## config.mk

```make
export PLATFORM = sky130hd
export DESIGN_NAME = openram_march_bist
export DESIGN_NICKNAME = d
export VERILOG_FILES = /design/src/rtl/openram_bist_pkg.sv /design/src/rtl/openram_bist_addr_gen.sv /design/src/rtl/openram_march_bist.sv
export SDC_FILE = /design/constraint.sdc
export NUM_CORES = 1
export LEC_CHECK = 0
export BUFFER_PORTS_ARGS = -buffer_cell sky130_fd_sc_hd__buf_2
export CORE_MARGIN = 5
export CORE_UTILIZATION = 52
export CTS_BUF_LIST = sky130_fd_sc_hd__clkbuf_16
export CTS_CLUSTER_SIZE = 24
export DETAILED_ROUTE_END_ITERATION = 8
export GPL_TIMING_DRIVEN = 0
export HOLD_SLACK_MARGIN = 0.03
export PLACE_DENSITY = 0.8
export SLEW_MARGIN = 5
export SYNTH_ARGS = -nofsm -noshare
export SYNTH_HDL_FRONTEND = slang
export SYNTH_SLANG_ARGS = --single-unit
export TNS_END_PERCENT = 5
```

## constraint.sdc

```tcl
create_clock -name la_clk -period 3.8 [get_ports la_clk]
set_input_delay 0.19 -clock la_clk [delete_from_list [all_inputs] [get_ports la_clk]]
set_output_delay 0.19 -clock la_clk [all_outputs]
set_load 0.03 [all_outputs]
```

## src/rtl/openram_bist_pkg.sv

```systemverilog
// Shared types and constants for the openram March C- BIST sequencer: FSM states,
// LA packet field positions and the march element table.
package openram_bist_pkg;

   typedef enum logic [2:0] {
      StIdle,
      StLoad,
      StClkHi,
      StClkLo,
      StClk2Hi,
      StClk2Lo,
      StCmp,
      StDone
   } bist_state_e;

   localparam int unsigned PktW      = 112;
   localparam int unsigned SelMsb    = 111;
   localparam int unsigned SelLsb    = 108;
   localparam int unsigned Addr0Msb  = 107;
   localparam int unsigned Addr0Lsb  = 92;
   localparam int unsigned Din0Msb   = 91;
   localparam int unsigned Din0Lsb   = 60;
   localparam int unsigned Csb0Bit   = 59;
   localparam int unsigned Web0Bit   = 58;
   localparam int unsigned Wmask0Msb = 57;
   localparam int unsigned Wmask0Lsb = 54;
   localparam int unsigned Addr1Msb  = 53;
   localparam int unsigned Addr1Lsb  = 38;
   localparam int unsigned Din1Msb   = 37;
   localparam int unsigned Din1Lsb   = 6;
   localparam int unsigned Csb1Bit   = 5;
   localparam int unsigned Web1Bit   = 4;
   localparam int unsigned Wmask1Msb = 3;
   localparam int unsigned Wmask1Lsb = 0;

   localparam int unsigned ErrCntW  = 16;
   localparam logic [2:0]  LastElem = 3'd5;

   // Bit i of is_read/inv describes op i of the element; inv selects ~bg_pattern.
   typedef struct packed {
      logic       down;
      logic [1:0] n_ops;
      logic [1:0] is_read;
      logic [1:0] inv;
   } march_elem_t;

   function automatic march_elem_t march_elem(input logic [2:0] idx);
      march_elem_t e;
      case (idx)
         3'd0:    e = '{down: 1'b0, n_ops: 2'd1, is_read: 2'b00, inv: 2'b00}; // up W0
         3'd1:    e = '{down: 1'b0, n_ops: 2'd2, is_read: 2'b01, inv: 2'b10}; // up R0,W1
         3'd2:    e = '{down: 1'b0, n_ops: 2'd2, is_read: 2'b01, inv: 2'b01}; // up R1,W0
         3'd3:    e = '{down: 1'b1, n_ops: 2'd2, is_read: 2'b01, inv: 2'b10}; // down R0,W1
         3'd4:    e = '{down: 1'b1, n_ops: 2'd2, is_read: 2'b01, inv: 2'b01}; // down R1,W0
         default: e = '{down: 1'b1, n_ops: 2'd1, is_read: 2'b01, inv: 2'b00}; // down R0
      endcase
      return e;
   endfunction

endpackage

```

## src/rtl/openram_bist_addr_gen.sv

```systemverilog
// Up/down address counter for the march sequencer; last_o flags the final address
// of the current sweep direction.
module openram_bist_addr_gen #(
   parameter int unsigned ADDR_WIDTH = 8
) (
   input  logic                  clk_i,
   input  logic                  reset_i,
   input  logic                  load_first_i,
   input  logic                  dir_i,
   input  logic                  step_i,
   output logic [ADDR_WIDTH-1:0] addr_nxt_o,
   output logic                  last_o
);

   logic [ADDR_WIDTH-1:0] addr_q, addr_d;
   logic                  dir_q, dir_d;

   // Direction is latched on load so last_o never depends on this cycle's dir_i.
   always_comb begin
      addr_d = addr_q;
      dir_d  = dir_q;
      if (load_first_i) begin
         dir_d  = dir_i;
         addr_d = dir_i ? '1 : '0;
      end else if (step_i) begin
         addr_d = dir_q ? (addr_q - ADDR_WIDTH'(1)) : (addr_q + ADDR_WIDTH'(1));
      end
   end

   always_ff @(posedge clk_i) begin
      if (reset_i) begin
         addr_q <= '0;
         dir_q  <= 1'b0;
      end else begin
         addr_q <= addr_d;
         dir_q  <= dir_d;
      end
   end

   assign addr_nxt_o = addr_d;
   assign last_o     = dir_q ? (addr_q == '0) : (addr_q == '1);

endmodule

```

## src/rtl/openram_march_bist.sv

```systemverilog
// March C- self-test sequencer driving the openram_testchip LA command interface.
// Optional BIST_PORT1_CHECK_EN also reads and checks port 1 on every read op.
module openram_march_bist
   import openram_bist_pkg::*;
#(
   parameter int unsigned ADDR_WIDTH = 8,
   parameter logic [3:0]  SRAM_SEL   = 4'd0
) (
   input  logic               la_clk,
   input  logic               reset,
   input  logic               start,
   input  logic [31:0]        bg_pattern,
   input  logic [31:0]        la_data0,
   input  logic [31:0]        la_data1,
   output logic [PktW-1:0]    la_bits,
   output logic               la_in_load,
   output logic               la_sram_load,
   output logic               la_sram_clk,
   output logic               busy,
   output logic               done,
   output logic               fail,
   output logic [15:0]        fail_addr,
   output logic [31:0]        fail_data,
   output logic [ErrCntW-1:0] err_count
);

   bist_state_e state_q, state_d;
   logic [2:0]  elem_q, elem_d;
   logic        op_q, op_d;
   logic [31:0] bg_q, bg_d;
   logic [31:0] exp_q;
   logic        rd_q;

   march_elem_t cur_e, nxt_e;
   logic        op_last, op_end, load_pkt, nxt_rd, mis0, mis1;
   logic [31:0] nxt_word;
   logic [15:0] addr16;
   logic [PktW-1:0] pkt;

   logic        fail_d;
   logic [15:0] fail_addr_d;
   logic [31:0] fail_data_d;
   logic [ErrCntW-1:0] err_count_d;

   logic                  addr_load, addr_step, addr_dir, addr_last;
   logic [ADDR_WIDTH-1:0] addr_nxt;

   openram_bist_addr_gen #(
      .ADDR_WIDTH(ADDR_WIDTH)
   ) u_addr_gen (
      .clk_i       (la_clk),
      .reset_i     (reset),
      .load_first_i(addr_load),
      .dir_i       (addr_dir),
      .step_i      (addr_step),
      .addr_nxt_o  (addr_nxt),
      .last_o      (addr_last)
   );

   always_comb begin
      cur_e       = march_elem(elem_q);
      op_last     = ({1'b0, op_q} == (cur_e.n_ops - 2'd1));
      op_end      = ((state_q == StClkLo) && !rd_q) || (state_q == StCmp);
      state_d     = state_q;
      elem_d      = elem_q;
      op_d        = op_q;
      bg_d        = bg_q;
      addr_load   = 1'b0;
      addr_step   = 1'b0;
      load_pkt    = 1'b0;
      fail_d      = fail;
      fail_addr_d = fail_addr;
      fail_data_d = fail_data;
      err_count_d = err_count;
      mis0        = (la_data0 != exp_q);
`ifdef BIST_PORT1_CHECK_EN
      mis1        = (la_data1 != exp_q);
`else
      mis1        = 1'b0;
`endif

      unique case (state_q)
         StIdle: begin
            if (start) begin
               state_d     = StLoad;
               elem_d      = '0;
               op_d        = 1'b0;
               addr_load   = 1'b1;
               bg_d        = bg_pattern;
               load_pkt    = 1'b1;
               fail_d      = 1'b0;
               fail_addr_d = '0;
               fail_data_d = '0;
               err_count_d = '0;
            end
         end
         StLoad:   state_d = StClkHi;
         StClkHi:  state_d = StClkLo;
         StClkLo:  if (rd_q) state_d = StClk2Hi;
         StClk2Hi: state_d = StClk2Lo;
         StClk2Lo: state_d = StCmp;
         StCmp: begin
            if (mis0 || mis1) begin
               fail_d = 1'b1;
               if (err_count != '1) err_count_d = err_count + ErrCntW'(1);
               if (!fail) begin
                  fail_addr_d = la_bits[Addr0Msb:Addr0Lsb];
                  fail_data_d = mis0 ? la_data0 : la_data1;
               end
            end
         end
         StDone:   state_d = StIdle;
         default:  state_d = StIdle;
      endcase

      if (op_end) begin
         if ((elem_q == LastElem) && op_last && addr_last) begin
            state_d = StDone;
         end else begin
            state_d  = StLoad;
            load_pkt = 1'b1;
            if (!op_last) begin
               op_d = op_q + 1'b1;
            end else begin
               op_d = 1'b0;
               if (addr_last) begin
                  elem_d    = elem_q + 3'd1;
                  addr_load = 1'b1;
               end else begin
                  addr_step = 1'b1;
               end
            end
         end
      end

      // Packet for the op about to start, built from next-state counters.
      nxt_e    = march_elem(elem_d);
      addr_dir = nxt_e.down;
      nxt_rd   = nxt_e.is_read[op_d];
      nxt_word = nxt_e.inv[op_d] ? ~bg_d : bg_d;
      addr16   = '0;
      addr16[ADDR_WIDTH-1:0] = addr_nxt;

      pkt = '0;
      pkt[SelMsb:SelLsb]     = SRAM_SEL;
      pkt[Addr0Msb:Addr0Lsb] = addr16;
      pkt[Csb0Bit]           = 1'b0;
      pkt[Csb1Bit]           = 1'b1;
      pkt[Web1Bit]           = 1'b1;
      if (nxt_rd) begin
         pkt[Web0Bit] = 1'b1;
`ifdef BIST_PORT1_CHECK_EN
         pkt[Csb1Bit]           = 1'b0;
         pkt[Addr1Msb:Addr1Lsb] = addr16;
`endif
      end else begin
         pkt[Din0Msb:Din0Lsb]     = nxt_word;
         pkt[Wmask0Msb:Wmask0Lsb] = 4'hF;
      end
   end

   always_ff @(posedge la_clk) begin
      if (reset) begin
         state_q      <= StIdle;
         elem_q       <= '0;
         op_q         <= 1'b0;
         bg_q         <= '0;
         exp_q        <= '0;
         rd_q         <= 1'b0;
         la_bits      <= '0;
         la_in_load   <= 1'b0;
         la_sram_load <= 1'b0;
         la_sram_clk  <= 1'b0;
         busy         <= 1'b0;
         done         <= 1'b0;
         fail         <= 1'b0;
         fail_addr    <= '0;
         fail_data    <= '0;
         err_count    <= '0;
      end else begin
         state_q      <= state_d;
         elem_q       <= elem_d;
         op_q         <= op_d;
         bg_q         <= bg_d;
         la_in_load   <= (state_d == StLoad);
         la_sram_load <= (state_d inside {StClkHi, StClkLo, StClk2Hi, StClk2Lo});
         la_sram_clk  <= (state_d == StClkHi) || (state_d == StClk2Hi);
         busy         <= !(state_d inside {StIdle, StDone});
         done         <= (state_d == StDone);
         fail         <= fail_d;
         fail_addr    <= fail_addr_d;
         fail_data    <= fail_data_d;
         err_count    <= err_count_d;
         if (load_pkt) begin
            la_bits <= pkt;
            exp_q   <= nxt_word;
            rd_q    <= nxt_rd;
         end
      end
   end

endmodule

```

==> metrics <==
worst path arrival time 3760 ps; Area Overhead vs Synth 20.92%; CP endpoint kind flip-flop; Clk pwr share 35.1%; Reg power frac 43.2%; Sw Ratio 31.93%; Worst Setup Start Kind flip-flop; CTS Buf Count 17; Power per Cell Area 429.5 nW/um^2; met3 Track Usage GR 6.540%; CTS H-tree lvls 4; Max FO, Critical Path 10; final setup fails 0; IO Port Bufs 174; vias in the first global route 8658; WL per Instance 17.52 um; clock transition at the registers of the reported paths 70 ps; Antenna Nets Post-Route 0; vias per cell 5.640; Hold Path Depth 3; root buffer cell clkbuf_16; clk_skew 8.158 ps; gp weighted congestion 0.9364; CTS tree built; slew of the pin with the lowest slew margin 783.4 ps; Netlist cell types 60; Synth top area share 38.87%; pins over their slew limit 0; Max Clk Rate 291.1 MHz; I/O pins 281; Routed WL 29490 um; RSZ-0062 raised after global routing false; fraction of registers with async set/reset 0%; Worst Hold End busy; ranking of synthesized cells by area dfxtp_1 (39%), nand2_1 (6.4%), buf_4 (6.2%), a21oi_1 (5.0%), o31ai_1 (4.9%); grt ovf 0; GRT Max-Usage Layer met2; Std-Cell Core Area 18020 sq um; Cells after Synth 1174; Syn Std Cell Area 9528 sq um; Max Cap Viol 0; M1 GR Usage 33.26%; post-cts resize count 0; outcome completed; Rows 49; FF-to-FF setup slack 360 ps; register area share after synthesis 38.87%; Initial DRC Count 896; Mean Syn Cell Area 8.116 sq um; Die W 145.4 um; Yosys warning count 0; overall routing resource usage 26.25%; CP required 4120 ps; fin crit share 90.42%; Detail Placement HPWL 22260 um; reg2reg end la_bits[89]; area leader, netlist dfxtp_1; Max Root-Sink Buffers 2; final hold violation count 0; # hold bufs at CTS 0; ys flop type dfxtp_1; TNS Setup 0 ps; Vias 9492; FF-to-FF path depth 12; power share of the combinational group 21.7%; relative slew slack 47.77%; post-CTS setup buffers 0; initial antenna violation count 2; largest net degree at the start of global routing 17; first-pass GRT wire length 45590 um; synthesis-stage register bit count 185; DRC viols 0; share of layout cells above drive strength 1 22.59%; net switching power 1.580 mW; number of flops mapped to enable cells by yosys 0; Power Internal 3.368 mW; Skew-Pair Late Insertion Delay 440 ps; Clock Sinks 185; crit path kind flip-flop to flip-flop; die footprint 21130 sq um; min Tclk post-route 3436 ps; Non-Filler Instances 1683; Max VDD drop 0.3532 mV; Hold Crit Class input port to flip-flop; Worst R2R Start elem_q[0]; fillers 1587; P_leak 5.139 nW; Initial Util 52.86%; # nets final 1550; worst hold start start; met2 usage 43.17%; WHS 47.45 ps; 1st-pass router iterations 5; placed insts 1649; Die Ht 145.4 um
==> synthesized netlist by cell type (all sizes together) (12+ instances only) <==
cell type  instances
nand4             45
dfxtp            185
nor4              12
o31ai             66
o21ai             44
mux2i             33
nand3             17
and3              35
nand2            163
a21oi             99
inv               13
clkbuf            59
buf              112
xnor2             44
nor2             116
o311ai            32
==> cells in the final DEF, fill, tap and decap left out, types with 44 or more instances in the layout <==
cell      netlist  layout
nand2_1       163     163
nand4_1        45      45
xnor2_1        44      44
conb_1          1      73
buf_2          25     199
clkbuf_1       57      57
dfxtp_1       185     185
o31ai_1        62      62
a21oi_1        96      96
nor2_1        116     116
buf_4          79      79
==> flip-flops by register name, indices dropped and copies added, names as in the netlist, 3 cells and up <==
register / count
u_addr_gen.addr_q: 8
err_count: 16
fail_addr: 8
fail_data: 32
la_bits: 43
elem_q: 3
bg_q: 32
exp_q: 32
state_q: 3
==> critical path, stage by stage, from the launching register on <==
cell and delay (ps):
dfxtp_1 500, inv_1 190, ha_1 250, nor4_1 170
a31oi_1 90, o21a_1 150, o31a_1 280, or2_2 280
clkbuf_1 230, nor2_1 400, clkbuf_1 470, nand2_1 170
o311ai_1 140
==> through the flow <==
step	power, mW	area (sq um)	util [%]	setup slack [ps]
final	4.949	11520	63.92	364.2
after CTS	4.938	11520	63.89	458.2
after global placement	3.211	10960	60.78	526.4
after floorplan	2.928	9798	-	1031
after detailed placement	3.227	10960	60.78	474.4
after global routing	5.129	11520	63.90	149.9
==> power by group through the flow <==
stage,logic [mW],clock network (mW),registers (mW)
2_1_floorplan,0.687,0,2.24
3_3_place_gp,1.03,0,2.18
3_5_place_dp,1.05,0,2.18
4_1_cts,1.06,1.75,2.14
5_1_grt,1.15,1.83,2.15
6_report,1.07,1.74,2.14
==> final cells by class <==
class | count | area, sq um | area share, %
Multi-Input combinational cell | 877 | 5044 | 43.78
Sequential cell | 185 | 3704 | 32.15
Buffer | 171 | 1002 | 8.699
Timing Repair Buffer | 174 | 870.8 | 7.559
Clock buffer | 17 | 425.4 | 3.692
Tap cell | 229 | 286.5 | 2.487
Clock inverter | 15 | 135.1 | 1.173
Inverter | 13 | 48.80 | 0.4235
Antenna cell | 2 | 5.005 | 0.04344
==> how the worst max path moves through the flow <==
stage	from	endpoint	slack [ps]
floorplan	elem_q[0]	exp_q[11]	1030
global placement	elem_q[0]	la_bits[79]	530
detailed placement	elem_q[0]	la_bits[81]	470
CTS	elem_q[0]	la_bits[81]	460
global route	elem_q[0]	la_bits[81]	150
finish	elem_q[0]	la_bits[89]	360
==> per-layer routing <==
| layer | up-vias | wire, um |
|---|---|---|
| met5 | - | 11 |
| met3 | 77 | 2453 |
| met1 | 4426 | 11820 |
| met2 | 436 | 14240 |
| li1 | 4551 | - |
| met4 | 2 | 958 |
==> logic make-up after synthesis <==
family	after synthesis	synth area share, %
other	1	0.03936
AND/OR/NAND/NOR	429	20.79
XOR/XNOR	48	4.412
buffers and inverters	184	11.03
multiplexers	33	3.467
flip-flops	185	38.87
adder cells (fa/ha/maj)	12	1.655
AO/OA/AOI/OAI	282	19.74
Note: power is estimated with default switching activity, not from simulation.
